<file path="config.mk">
export PLATFORM = sky130hd
export DESIGN_NAME = pc_sequencer_flat
export DESIGN_NICKNAME = d
export VERILOG_FILES = /design/src/rtl/pc_seq_if.sv /design/src/rtl/pc_sequencer.sv /design/src/flat_wrapper.sv
export SDC_FILE = /design/constraint.sdc
export NUM_CORES = 1
export LEC_CHECK = 0
export CAP_MARGIN = 20
export CORE_ASPECT_RATIO = 1.4
export CORE_MARGIN = 2
export CORE_UTILIZATION = 44
export CTS_BUF_LIST = sky130_fd_sc_hd__clkbuf_2
export CTS_CLUSTER_DIAMETER = 80
export DETAILED_ROUTE_END_ITERATION = 10
export PLACE_DENSITY = 0.86
export SLEW_MARGIN = 20
export SYNTH_ARGS = -nofsm -noshare
export SYNTH_HDL_FRONTEND = slang
export SYNTH_SLANG_ARGS = --single-unit
</file>
<file path="constraint.sdc">
create_clock -name i_clk -period 1.7 [get_ports i_clk]
set_input_delay 0.34 -clock i_clk [delete_from_list [all_inputs] [get_ports i_clk]]
set_output_delay 0.34 -clock i_clk [all_outputs]
set_load 0.005 [all_outputs]
</file>
<file path="src/rtl/pc_seq_if.sv">
// Signal bundle between the PC sequencer, instruction memory, the decoder and the jump unit.
// The master modport is the sequencer's view; the slave modport is the view of everything around it.
interface pc_seq_if #(
  parameter int PC_W    = 8,
  parameter int INSTR_W = 16
);
  logic               imem_req;
  logic [PC_W-1:0]    imem_addr;
  logic               imem_ack;
  logic [INSTR_W-1:0] imem_data;
  logic [INSTR_W-1:0] instr;
  logic               instr_valid;
  logic               exec_done;
  logic               is_jump;
  logic [PC_W-1:0]    jump_target;
  logic [1:0]         cond;
  logic               halt;
  logic [PC_W-1:0]    pc;
  logic               jump_taken;
  logic               fault;
  logic [2:0]         state;

  modport master (
    output imem_req, imem_addr, instr, instr_valid, pc, jump_taken, fault, state,
    input  imem_ack, imem_data, exec_done, is_jump, jump_target, cond, halt
  );

  modport slave (
    input  imem_req, imem_addr, instr, instr_valid, pc, jump_taken, fault, state,
    output imem_ack, imem_data, exec_done, is_jump, jump_target, cond, halt
  );
endinterface

</file>
<file path="src/rtl/pc_sequencer.sv">
// Program-counter sequencer: fetches over a req/ack handshake, hands instructions to decode,
// and resolves jumps one cycle after the jump completes. All outputs come straight from registers.
module pc_sequencer #(
  parameter int          PC_W         = 8,
  parameter int          INSTR_W      = 16,
  parameter int unsigned RESET_VECTOR = 0,
  parameter int          ACK_TIMEOUT  = 15
) (
  input  logic   i_clk,
  input  logic   i_rst_n,
  pc_seq_if.master bus
);

  typedef enum logic [2:0] {
    S_IDLE    = 3'd0,
    S_FETCH   = 3'd1,
    S_EXEC    = 3'd2,
    S_BRANCH  = 3'd3,
    S_HALTED  = 3'd4,
    S_FAULTED = 3'd5
  } state_t;

  localparam logic [PC_W-1:0] RST_PC   = PC_W'(RESET_VECTOR);
  // Counter value seen during the last permitted wait cycle; an ack in that cycle still wins.
  localparam logic [7:0]      CNT_LAST = 8'(ACK_TIMEOUT - 1);

  state_t             r_state,  w_state_next;
  logic [PC_W-1:0]    r_pc,     w_pc_next;
  logic [PC_W-1:0]    r_target, w_target_next;
  logic [INSTR_W-1:0] r_instr,  w_instr_next;
  logic               r_req,    w_req_next;
  logic               r_valid,  w_valid_next;
  logic               r_jt,     w_jt_next;
  logic               r_fault,  w_fault_next;
  logic [7:0]         r_cnt,    w_cnt_next;
  logic [PC_W-1:0]    w_pc_inc;

  assign w_pc_inc = r_pc + PC_W'(1);

  always_ff @(posedge i_clk or negedge i_rst_n) begin
    if (!i_rst_n) begin
      r_state  <= S_IDLE;
      r_pc     <= RST_PC;
      r_target <= '0;
      r_instr  <= '0;
      r_req    <= 1'b0;
      r_valid  <= 1'b0;
      r_jt     <= 1'b0;
      r_fault  <= 1'b0;
      r_cnt    <= '0;
    end else begin
      r_state  <= w_state_next;
      r_pc     <= w_pc_next;
      r_target <= w_target_next;
      r_instr  <= w_instr_next;
      r_req    <= w_req_next;
      r_valid  <= w_valid_next;
      r_jt     <= w_jt_next;
      r_fault  <= w_fault_next;
      r_cnt    <= w_cnt_next;
    end
  end

  always_comb begin
    w_state_next  = r_state;
    w_pc_next     = r_pc;
    w_target_next = r_target;
    w_instr_next  = r_instr;
    w_req_next    = r_req;
    w_valid_next  = 1'b0;
    w_jt_next     = 1'b0;
    w_fault_next  = r_fault;
    w_cnt_next    = r_cnt;

    case (r_state)
      S_IDLE: begin
        if (bus.halt) begin
          w_state_next = S_HALTED;
        end else begin
          w_state_next = S_FETCH;
          w_req_next   = 1'b1;
        end
      end
      S_FETCH: begin
        if (bus.imem_ack) begin
          w_instr_next = bus.imem_data;
          w_valid_next = 1'b1;
          w_req_next   = 1'b0;
          w_cnt_next   = '0;
          w_state_next = S_EXEC;
        end else if (r_cnt == CNT_LAST) begin
          w_fault_next = 1'b1;
          w_req_next   = 1'b0;
          w_state_next = S_FAULTED;
        end else begin
          w_cnt_next = r_cnt + 8'd1;
        end
      end
      S_EXEC: begin
        if (bus.exec_done) begin
          if (bus.is_jump) begin
            w_target_next = bus.jump_target;
            w_state_next  = S_BRANCH;
          end else begin
            w_pc_next    = w_pc_inc;
            w_state_next = bus.halt ? S_HALTED : S_FETCH;
            w_req_next   = !bus.halt;
          end
        end
      end
      S_BRANCH: begin
        // The jump unit's flags have settled by this cycle, so COND is sampled here.
        if (bus.cond != 2'b00) begin
          w_pc_next = r_target;
          w_jt_next = 1'b1;
        end else begin
          w_pc_next = w_pc_inc;
        end
        w_state_next = bus.halt ? S_HALTED : S_FETCH;
        w_req_next   = !bus.halt;
      end
      S_HALTED: begin
        if (!bus.halt) begin
          w_state_next = S_FETCH;
          w_req_next   = 1'b1;
        end
      end
      S_FAULTED: begin
        w_state_next = S_FAULTED;
      end
      default: begin
        w_state_next = S_IDLE;
        w_req_next   = 1'b0;
      end
    endcase
  end

  assign bus.imem_req    = r_req;
  assign bus.imem_addr   = r_pc;
  assign bus.pc          = r_pc;
  assign bus.instr       = r_instr;
  assign bus.instr_valid = r_valid;
  assign bus.jump_taken  = r_jt;
  assign bus.fault       = r_fault;
  assign bus.state       = r_state;

endmodule

</file>
<file path="src/flat_wrapper.sv">
// flat-port wrapper written by rule: the top's interface ports become plain ports
module pc_sequencer_flat 
#(
  parameter int          PC_W         = 8,
  parameter int          INSTR_W      = 16,
  parameter int unsigned RESET_VECTOR = 0,
  parameter int          ACK_TIMEOUT  = 15
)
  (i_clk, i_rst_n, bus_imem_req, bus_imem_addr, bus_instr, bus_instr_valid, bus_pc, bus_jump_taken, bus_fault, bus_state, bus_imem_ack, bus_imem_data, bus_exec_done, bus_is_jump, bus_jump_target, bus_cond, bus_halt);
  pc_seq_if #(.PC_W(PC_W), .INSTR_W(INSTR_W)) bus_i ();
  input  logic i_clk;
  input  logic i_rst_n;
  output wire logic [$bits(bus_i.imem_req)-1:0] bus_imem_req;
  output wire logic [$bits(bus_i.imem_addr)-1:0] bus_imem_addr;
  output wire logic [$bits(bus_i.instr)-1:0] bus_instr;
  output wire logic [$bits(bus_i.instr_valid)-1:0] bus_instr_valid;
  output wire logic [$bits(bus_i.pc)-1:0] bus_pc;
  output wire logic [$bits(bus_i.jump_taken)-1:0] bus_jump_taken;
  output wire logic [$bits(bus_i.fault)-1:0] bus_fault;
  output wire logic [$bits(bus_i.state)-1:0] bus_state;
  input wire logic [$bits(bus_i.imem_ack)-1:0] bus_imem_ack;
  input wire logic [$bits(bus_i.imem_data)-1:0] bus_imem_data;
  input wire logic [$bits(bus_i.exec_done)-1:0] bus_exec_done;
  input wire logic [$bits(bus_i.is_jump)-1:0] bus_is_jump;
  input wire logic [$bits(bus_i.jump_target)-1:0] bus_jump_target;
  input wire logic [$bits(bus_i.cond)-1:0] bus_cond;
  input wire logic [$bits(bus_i.halt)-1:0] bus_halt;
  assign bus_imem_req = bus_i.imem_req;
  assign bus_imem_addr = bus_i.imem_addr;
  assign bus_instr = bus_i.instr;
  assign bus_instr_valid = bus_i.instr_valid;
  assign bus_pc = bus_i.pc;
  assign bus_jump_taken = bus_i.jump_taken;
  assign bus_fault = bus_i.fault;
  assign bus_state = bus_i.state;
  assign bus_i.imem_ack = bus_imem_ack;
  assign bus_i.imem_data = bus_imem_data;
  assign bus_i.exec_done = bus_exec_done;
  assign bus_i.is_jump = bus_is_jump;
  assign bus_i.jump_target = bus_jump_target;
  assign bus_i.cond = bus_cond;
  assign bus_i.halt = bus_halt;
  pc_sequencer #(.PC_W(PC_W), .INSTR_W(INSTR_W), .RESET_VECTOR(RESET_VECTOR), .ACK_TIMEOUT(ACK_TIMEOUT)) u_core (.i_clk(i_clk), .i_rst_n(i_rst_n), .bus(bus_i));
endmodule
</file>
==> impl_metrics.env <==
export IMPL_skew_ns=0.0122
export IMPL_syn_to_final_growth_pct=56.2
export IMPL_synth_area_top_cells="dfrtp_1, mux2_2, mux2_1, mux2i_1, buf_4"
export IMPL_tns_ns=-0.0475
export IMPL_fin_crit_sh=1.01
export IMPL_cts_root_buf="clkbuf_2"
export IMPL_synth_area_um2=2370
export IMPL_synth_fp_nets=245
export IMPL_cap_violations=0
export IMPL_pwr_share_seq=0.317
export IMPL_critPathArrivalTime_ns=2.05
export IMPL_status="finished with violations"
export IMPL_synth_largest_area_cell="dfrtp_1"
export IMPL_vias=2098
export IMPL_p_int_mw=3.93
export IMPL_syn_area_per_cell_um2=11.3
export IMPL_required_ns=2.03
export IMPL_cts_buffer_depth=2
export IMPL_tritoncts="built"
export IMPL_drive_above_1_share=0.292
export IMPL_ioPinCount=71
export IMPL_io_buffers=70
export IMPL_ys_flop_type="dfrtp_1"
export IMPL_start_kind="flip-flop"
export IMPL_grt_max_degree=28
export IMPL_synth_cells=210
export IMPL_vias_per_cell=5.37
export IMPL_crit_chain="buf_6 > nand2b_4 > or3_4 > a21o_1 > a221o_1"
export IMPL_cp_top_family="simple AND/OR/NAND/NOR gates"
export IMPL_yosysTopAreaCellShare=0.496
export IMPL_violations="negative setup slack"
export IMPL_dieArea_um2=6010
export IMPL_fillers=380
export IMPL_fp_dieW_um=66.1
export IMPL_power_mw=5.98
export IMPL_drt_wirelength_per_cell_um=16.0
export IMPL_finalNetCount=359
export IMPL_synth_cell_types=50
export IMPL_die_h_um=90.9
export IMPL_critPathBufInv=1
export IMPL_routed_wl_mm=6.25
export IMPL_rsz0062_at_grt="yes"
export IMPL_synth_edff_count=0
export IMPL_end_kind="flip-flop"
export IMPL_p_leak_nw=1.97
export IMPL_drt_iter0_drc=97
export IMPL_comb_power_share=0.555
export IMPL_cpMaxStageDelayCell="dfrtp_1"
export IMPL_start_util=0.457
export IMPL_grt_ovfl_total=0
export IMPL_numCtsBuffers=5
export IMPL_fp_coreArea_um2=5200
export IMPL_fmax_mhz=583
export IMPL_ant_nets=0
export IMPL_netSwitchingFraction=0.343
export IMPL_route_detailed_drc=0
export IMPL_ys_ff_latch=47
export IMPL_max_vdd_ir_drop_v=0.000797
export IMPL_power_density_nw_per_um2=1610
export IMPL_first_pass_iters=4
export IMPL_cp_max_fo=4
export IMPL_grt_pass1_wl_mm=9.83
export IMPL_maxSlewViolCount=0
export IMPL_worst_slack_ns=-0.0160
export IMPL_worstMarginPinSlew_ns=0.499
export IMPL_antenna_found_initial=0
export IMPL_p_sw_mw=2.05
export IMPL_num_rows=31
export IMPL_setup_viol=6
export IMPL_grt_total_usage=0.209
export IMPL_clock_sinks=47
export IMPL_place_congestion=0.832
export IMPL_layout_min_cycle_time_ns=1.72
export IMPL_htreeDepth=2
export IMPL_path_clk_slew_ns=0.24
export IMPL_hold_viol_final=0
export IMPL_clock_power_share=0.128
export IMPL_dp_hpwl_mm=4.16
export IMPL_ys_seq_area_frac=0.496
export IMPL_hold_class="input pin to asynchronous set/reset pin"
export IMPL_max_stage_delay_ns=0.46
export IMPL_critical_path_class="flip-flop to flip-flop"
export IMPL_grt_pass1_vias=2127
export IMPL_slew_headroom=0.667
export IMPL_synthArstFlopShare=1.00
export IMPL_worstSkewPairLatency_ns=0.42
export IMPL_synth_warnings=0
export IMPL_antenna_cells=0
## layer usage
layer	global-route usage	wire (um)
met2	0.380	3390
met4	0.0646	119
met3	0.0411	243
met1	0.240	2490
met5	0	0
## layout by cell type, fill, tap and decap left out, types with 9 or more instances in the layout
| cell | Yosys | layout |
|---|---|---|
| mux2_4 | 1 | 9 |
| buf_4 | 8 | 44 |
| dlygate4sd2_1 | 0 | 17 |
| mux2i_1 | 10 | 10 |
| nand2_1 | 14 | 14 |
| dfrtp_1 | 47 | 46 |
| clkdlybuf4s50_1 | 0 | 30 |
| nand3_1 | 9 | 9 |
| dlymetal6s2s_1 | 0 | 22 |
| nor2_1 | 15 | 15 |
## Yosys cell counts (2+ instances only)
cell type,count
dfrtp_1,47
mux2_2,15
nor2_1,15
nand2_1,14
mux2i_1,10
mux2_1,9
nand3_1,9
buf_4,8
a21oi_1,7
inv_1,6
o21ai_0,6
a2bb2oi_1,4
buf_2,4
o21ai_1,4
a22oi_1,3
and3_1,3
ha_1,3
nand2b_1,3
o31ai_1,3
a31oi_1,2
buf_6,2
clkbuf_1,2
nand4_1,2
o21a_1,2
o22ai_1,2
## repair_timing
| action | CTS | global route |
|---|---|---|
| setup buffers | 17 | 2 |
| hold buffers | 1 | 0 |
| hold endpoints to repair | 20 | 0 |
| setup endpoints to repair | 21 | 50 |
| resized for setup | 19 | 43 |
| pin swaps | 0 | 5 |
## registers in the layout, summed over array words and instances, names as in the netlist
name / cells
u_core.bus.fault: 1
u_core.bus.imem_addr: 8
u_core.bus.imem_req: 1
u_core.bus.instr: 16
u_core.bus.instr_valid: 1
u_core.bus.jump_taken: 1
u_core.bus.state: 3
u_core.r_cnt: 8
u_core.r_target: 8
## final cells by class
| type | count | area, um^2 | area share |
|---|---|---|---|
| repair buffers | 123 | 1200 | 0.323 |
| clock buffers | 6 | 30.0 | 0.00810 |
| multi-input cells | 140 | 1130 | 0.305 |
| flip-flops and latches | 47 | 1180 | 0.317 |
| well taps | 66 | 82.6 | 0.0223 |
| inverters | 7 | 30.0 | 0.00810 |
| clock inverters | 2 | 60.1 | 0.0162 |
## path summary, 6_finish.rpt
check                      cells past startpoint  slack (ns)           startpoint                       to
min in group i_clk                             2        0.50    bus_imem_data[12]     u_core.bus.instr[12]
min reg2reg                                    1        0.51     u_core.bus.fault         u_core.bus.fault
max                                            5       -0.02  u_core.bus.state[2]  u_core.bus.imem_addr[7]
max in group asynchronous                      3        0.79              i_rst_n          u_core.r_cnt[7]
min                                            2        0.38              i_rst_n  u_core.bus.imem_addr[4]
max reg2reg                                    5       -0.02  u_core.bus.state[2]  u_core.bus.imem_addr[7]
## cell families after synthesis
group                    count (synthesis)  synth area share
AO/OA/AOI/OAI                           42             0.126
buffers and inverters                   23            0.0575
adder cells (fa/ha/maj)                  3            0.0158
multiplexers                            35             0.162
flip-flops                              47             0.496
XOR/XNOR                                 2           0.00738
AND/OR/NAND/NOR                         58             0.135
## stage by stage
step	utilization	std cells	hold slack (ns)	setup slack [ns]	cell area, um^2
global placement	0.644	363	0.328	-0.114	3350
floorplan	-	210	0.0444	-0.0105	2380
CTS	0.684	389	0.368	-0.0118	3560
detailed placement	0.644	363	0.330	-0.183	3350
finish	0.714	391	0.381	-0.0160	3710
global route	0.714	391	0.376	-0.0794	3710
## power by group through the flow
stage                     sequential (mW)  clock [mW]  combinational (mW)
after floorplan                      1.98           0                1.45
after global placement               1.96           0                2.85
after detailed placement             1.99           0                2.92
after CTS                            1.88       0.788                3.16
after global routing                 1.96       0.832                3.61
final                                1.89       0.767                3.32
Power figures use the tool's default switching activity.
